$ cat src/rtl/port_buffer.sv
// port_buffer: input-port flit FIFO with credit flow control and the
// requesting side of the switch-control handshake (o_h / i_ack_h / o_sender).
`ifndef TAM_FLIT
`define TAM_FLIT 16
`endif

module port_buffer #(
    parameter int unsigned TAM_FLIT     = `TAM_FLIT,
    parameter int unsigned BUFFER_DEPTH = 4
) (
    input  logic                i_clk,
    input  logic                i_rst,
    input  logic                i_rx,
    input  logic [TAM_FLIT-1:0] i_data_in,
    output logic                o_credit_o,
    output logic                o_h,
    input  logic                i_ack_h,
    output logic                o_data_av,
    output logic [TAM_FLIT-1:0] o_data,
    input  logic                i_data_ack,
    output logic                o_sender
);

    localparam int unsigned PW = $clog2(BUFFER_DEPTH);
    localparam int unsigned CW = PW + 1;
    localparam logic [CW-1:0] FULL = CW'(BUFFER_DEPTH);

    typedef enum logic [2:0] {
        ST_IDLE,
        ST_REQ,
        ST_SEND_HDR,
        ST_SEND_SIZE,
        ST_SEND_PAY,
        ST_END
    } state_t;

    state_t              state_q, state_d;
    logic [TAM_FLIT-1:0] mem_q [BUFFER_DEPTH];
    logic [PW-1:0]       wr_ptr_q, wr_ptr_d;
    logic [PW-1:0]       rd_ptr_q, rd_ptr_d;
    logic [CW-1:0]       count_q, count_d;
    logic [TAM_FLIT-1:0] remaining_q, remaining_d;

    logic wr_en;
    logic rd_en;
    logic sending;
    logic not_empty;

    // Output decode from registered state and occupancy
    always_comb begin
        sending    = (state_q == ST_SEND_HDR) || (state_q == ST_SEND_SIZE) ||
                     (state_q == ST_SEND_PAY);
        not_empty  = (count_q != '0);
        o_credit_o = (count_q != FULL);
        o_h        = (state_q == ST_REQ);
        o_sender   = sending;
        o_data_av  = sending && not_empty;
        o_data     = mem_q[rd_ptr_q];
        wr_en      = i_rx && o_credit_o;
        rd_en      = o_data_av && i_data_ack;
    end

    // FIFO pointer and occupancy next-state
    always_comb begin
        wr_ptr_d = wr_ptr_q;
        rd_ptr_d = rd_ptr_q;
        count_d  = count_q;
        if (wr_en) begin
            wr_ptr_d = wr_ptr_q + PW'(1);
        end
        if (rd_en) begin
            rd_ptr_d = rd_ptr_q + PW'(1);
        end
        case ({wr_en, rd_en})
            2'b10:   count_d = count_q + CW'(1);
            2'b01:   count_d = count_q - CW'(1);
            default: count_d = count_q;
        endcase
    end

    // FIFO storage, pointers and occupancy
    always_ff @(posedge i_clk or posedge i_rst) begin
        if (i_rst) begin
            for (int unsigned i = 0; i < BUFFER_DEPTH; i++) begin
                mem_q[i] <= '0;
            end
            wr_ptr_q <= '0;
            rd_ptr_q <= '0;
            count_q  <= '0;
        end else begin
            if (wr_en) begin
                mem_q[wr_ptr_q] <= i_data_in;
            end
            wr_ptr_q <= wr_ptr_d;
            rd_ptr_q <= rd_ptr_d;
            count_q  <= count_d;
        end
    end

    // Packet FSM next-state: request, then stream header, size and payload
    always_comb begin
        state_d     = state_q;
        remaining_d = remaining_q;
        case (state_q)
            ST_IDLE: begin
                if (not_empty) begin
                    state_d = ST_REQ;
                end
            end
            ST_REQ: begin
                if (i_ack_h) begin
                    state_d = ST_SEND_HDR;
                end
            end
            ST_SEND_HDR: begin
                if (rd_en) begin
                    state_d = ST_SEND_SIZE;
                end
            end
            ST_SEND_SIZE: begin
                if (rd_en) begin
                    remaining_d = o_data;
                    state_d     = (o_data == '0) ? ST_END : ST_SEND_PAY;
                end
            end
            ST_SEND_PAY: begin
                if (rd_en) begin
                    remaining_d = remaining_q - TAM_FLIT'(1);
                    if (remaining_q == TAM_FLIT'(1)) begin
                        state_d = ST_END;
                    end
                end
            end
            ST_END: begin
                state_d = ST_IDLE;
            end
            default: begin
                state_d = ST_IDLE;
            end
        endcase
    end

    // Packet FSM state and payload countdown registers
    always_ff @(posedge i_clk or posedge i_rst) begin
        if (i_rst) begin
            state_q     <= ST_IDLE;
            remaining_q <= '0;
        end else begin
            state_q     <= state_d;
            remaining_q <= remaining_d;
        end
    end

endmodule

$ cat config.mk
export PLATFORM = sky130hd
export DESIGN_NAME = port_buffer
export DESIGN_NICKNAME = d
export VERILOG_FILES = /design/src/rtl/port_buffer.sv
export SDC_FILE = /design/constraint.sdc
export NUM_CORES = 1
export LEC_CHECK = 0
export CAP_MARGIN = 40
export CORE_ASPECT_RATIO = 1.1
export CORE_MARGIN = 2
export CORE_UTILIZATION = 45
export CTS_CLUSTER_SIZE = 28
export DETAILED_ROUTE_END_ITERATION = 10
export GPL_ROUTABILITY_DRIVEN = 0
export HOLD_SLACK_MARGIN = 0.1
export PLACE_DENSITY = 0.73
export RECOVER_POWER = 100
export SKIP_LAST_GASP = 1
export SYNTH_ARGS = -nofsm -noshare
export SYNTH_HDL_FRONTEND = slang
export SYNTH_SLANG_ARGS = --single-unit
$ cat constraint.sdc
create_clock -name i_clk -period 2.81 [get_ports i_clk]
set_input_delay 0.562 -clock i_clk [delete_from_list [all_inputs] [get_ports i_clk]]
set_output_delay 0.562 -clock i_clk [all_outputs]
set_load 0.02 [all_outputs]
==> flow_summary.toml <==
[logic_synthesis]
syn_inst = 348
synth.avg_cell_area_um2 = 12.8
ys_warn_count = 0
ys_ff_latch = 90
synth-seq-area-share = 0.506
ys_types = 50
synth_edf_count = 0
synth-main-ff-cell = "dfrtp_1"
async_reset_ff_frac = 1.00
synth_nets = 377
syn_area_um2 = 4450

[sta]
fin_crit_sh = 0.967
slew_headroom = 0.361
setup_violations = 0
finalSetupTns_ns = 0
min_period_ns = 2.72
clock_skew_ns = 0.0111
drv_slew = 0
hold_viol_final = 0
clock.fmax_mhz = 368
rsz0062_at_grt = "no"
worstMarginPinSlew_ns = 0.959

[die]
chipWidth_um = 98.8
core_area_um2 = 9750
die_area_um2 = 10700
initial_core_util = 0.456
ios = 41
placement_rows = 38
die_h_um = 108

[clock_network]
cts_buffers = 9
cts_htree_levels = 3
ctsRootBufferMaster = "clkbuf_8"
cts_sinks = 90
clock_path_buffers = 2
path_clk_slew_ns = 0.09
cts_tree = "done"
clkLatencyLatePin_ns = 0.36

[global_routing]
met1_usage = 0.261
grt_pass1_vias = 3080
grt_pass1_wl_um = 15700
met3_usage = 0.0317
busiest_layer = "met2"
grt_use_total = 0.188
grtUsageMet2 = 0.295
grt_overflow = 0
grt_antenna_before_repair = 0
grt_max_degree = 72

[critical_path]
cp_top_family = "buffers and inverters"
arrival_ns = 2.15
path_cells = "buf_12 > mux4_1 > clkdlybuf4s50_1"
r2r_start = "state_q[1]"
path_buf_inv = 2
worstPathMaxFanout = 18
slowest_stage = "mux4_1"
rr_endpoint = "remaining_q[8]"
max_stage_delay_ns = 0.64
r2r_slack_ns = 0.50
criticalPathCategory = "reg2out"
endpoint_kind = "output pin"
crit_required_ns = 2.25
worstSetupStartpointType = "register"
reg2regPathDepth = 6

[min_path]
hold_class = "reg2reg"
hp-start = "mem_q[45]"
hold-path-cell-count = 1
min_to = "mem_q[45]"

[power]
ir_worst_vdd_mv = 0.581
finalPower_uw = 6670
p_leak_uw = 0.00210
powerDensity_nw_per_um2 = 1300

[detailed_routing]
vias_per_cell = 5.80
first_pass_iters = 4
ant_nets = 0
vias = 2981
drt-initial-drc-count = 273
drc_errors = 0
drt-total-wl_um = 9380
wl_per_cell_um = 18.3

[final_layout]
drive_gt1_frac = 0.107
multi_input_area_um2 = 2030
nNetsFinal = 418
diodes = 0
nFillCells = 827
final-seq-area_um2 = 2250
syn_to_final_growth_pct = 15.3

[job]
maxCapViolCount = 0

[placed_design]
hpwl_um = 6450
io_buffers = 40

[status]
status = "complete, no violations"
-- cells by family after synthesis --
group | share of synthesized area
flip-flops | 0.506
multiplexers | 0.246
AND/OR/NAND/NOR | 0.0903
AO/OA/AOI/OAI | 0.0889
buffers and inverters | 0.0326
adder cells (fa/ha/maj) | 0.0242
XOR/XNOR | 0.0118
-- layer usage --
metal	vias up	wire length [um]
met4	0	153
met2	55	4670
met5	-	0
met3	11	296
met1	1551	4260
li1	1364	-
-- state kept, by name, summed over array words and instances (netlist names) --
name / flops
count_q: 3
mem_q: 64
rd_ptr_q: 2
remaining_q: 16
state_q: 3
wr_ptr_q: 2
-- synth_stat cells (5+ instances only) --
library cell | number | area [um2]
a21oi_1 | 23 | 115
buf_2 | 10 | 50.1
clkbuf_1 | 6 | 22.5
dfrtp_1 | 90 | 2250
ha_1 | 7 | 87.6
inv_1 | 8 | 30.0
mux2_1 | 64 | 721
mux4_2 | 13 | 293
nand2_1 | 12 | 45.0
nand3_1 | 8 | 40.0
nor2_1 | 18 | 67.6
nor3_1 | 8 | 40.0
o21ai_0 | 11 | 55.1
o21ai_1 | 5 | 25.0
o2bb2ai_1 | 5 | 43.8
-- what timing repair did --
action                                  4_1_cts  5_1_grt
hold buffers                                  0        0
endpoints found under the setup margin        1        1
resized for setup                             1        1
buffers inserted                              0        0
-- where the power goes --
part           internal (uW)  leakage (uW)  switching [uW]
sequential              1960       0.00107             455
combinational           1630      0.000923            1750
clock                    433      0.000103             448
total                   4020       0.00210            2660
-- through the flow --
| stage | hold WS, ns | utilization | std cells | instance area, um2 | setup WS [ns] |
|---|---|---|---|---|---|
| floorplan | 0.456 | - | 348 | 4450 | 0.592 |
| global placement | 0.465 | 0.511 | 498 | 4980 | 0.375 |
| detailed placement | 0.474 | 0.511 | 498 | 4980 | 0.274 |
| CTS | 0.492 | 0.531 | 514 | 5180 | 0.0233 |
| global route | 0.500 | 0.526 | 514 | 5130 | 0.00934 |
| finish | 0.487 | 0.526 | 514 | 5130 | 0.0931 |
-- cells in the final DEF, fill, tap and decap left out, types with 2 or more instances in the layout --
master            n
a21oi_1          23
a22oi_1           2
a2bb2oi_1         2
a31oi_1           2
buf_4             4
clkbuf_1          5
clkbuf_8         10
clkdlybuf4s50_1  33
clkinv_2          3
dfrtp_1          90
dlygate4sd3_1     5
ha_1              7
inv_1             8
mux2_1           64
mux4_1            3
mux4_2           13
nand2_1          16
nand2b_1          2
nand3_1           8
nand3b_1          2
nand4_1           3
nor2_1           18
nor3_1            8
nor3_2            3
nor4_1            3
nor4_2            3
o211ai_1          2
o21ai_0          13
o21ai_1           3
o22a_1            2
o2bb2ai_1         5
o311ai_0          2
xnor2_1           3
xor2_1            3
-- final cells by class --
cell class / instances / area share
flip-flops and latches: 90 / 0.439
multi-input cells: 230 / 0.397
inverters: 9 / 0.00683
well taps: 120 / 0.0293
repair buffers: 49 / 0.0900
clock buffers: 11 / 0.0276
clock inverters: 5 / 0.0105
-- how the worst max path moves through the flow --
stage                startpoint          to  cells after the start
finish              rd_ptr_q[0]  o_data[13]                      3
global route        rd_ptr_q[0]  o_data[13]                      3
CTS                 rd_ptr_q[0]   o_data[7]                      3
detailed placement   i_data_ack  count_q[2]                      9
global placement     i_data_ack  count_q[2]                      9
floorplan            state_q[0]  count_q[2]                     11
No activity file was read; power rests on OpenSTA's default activity.
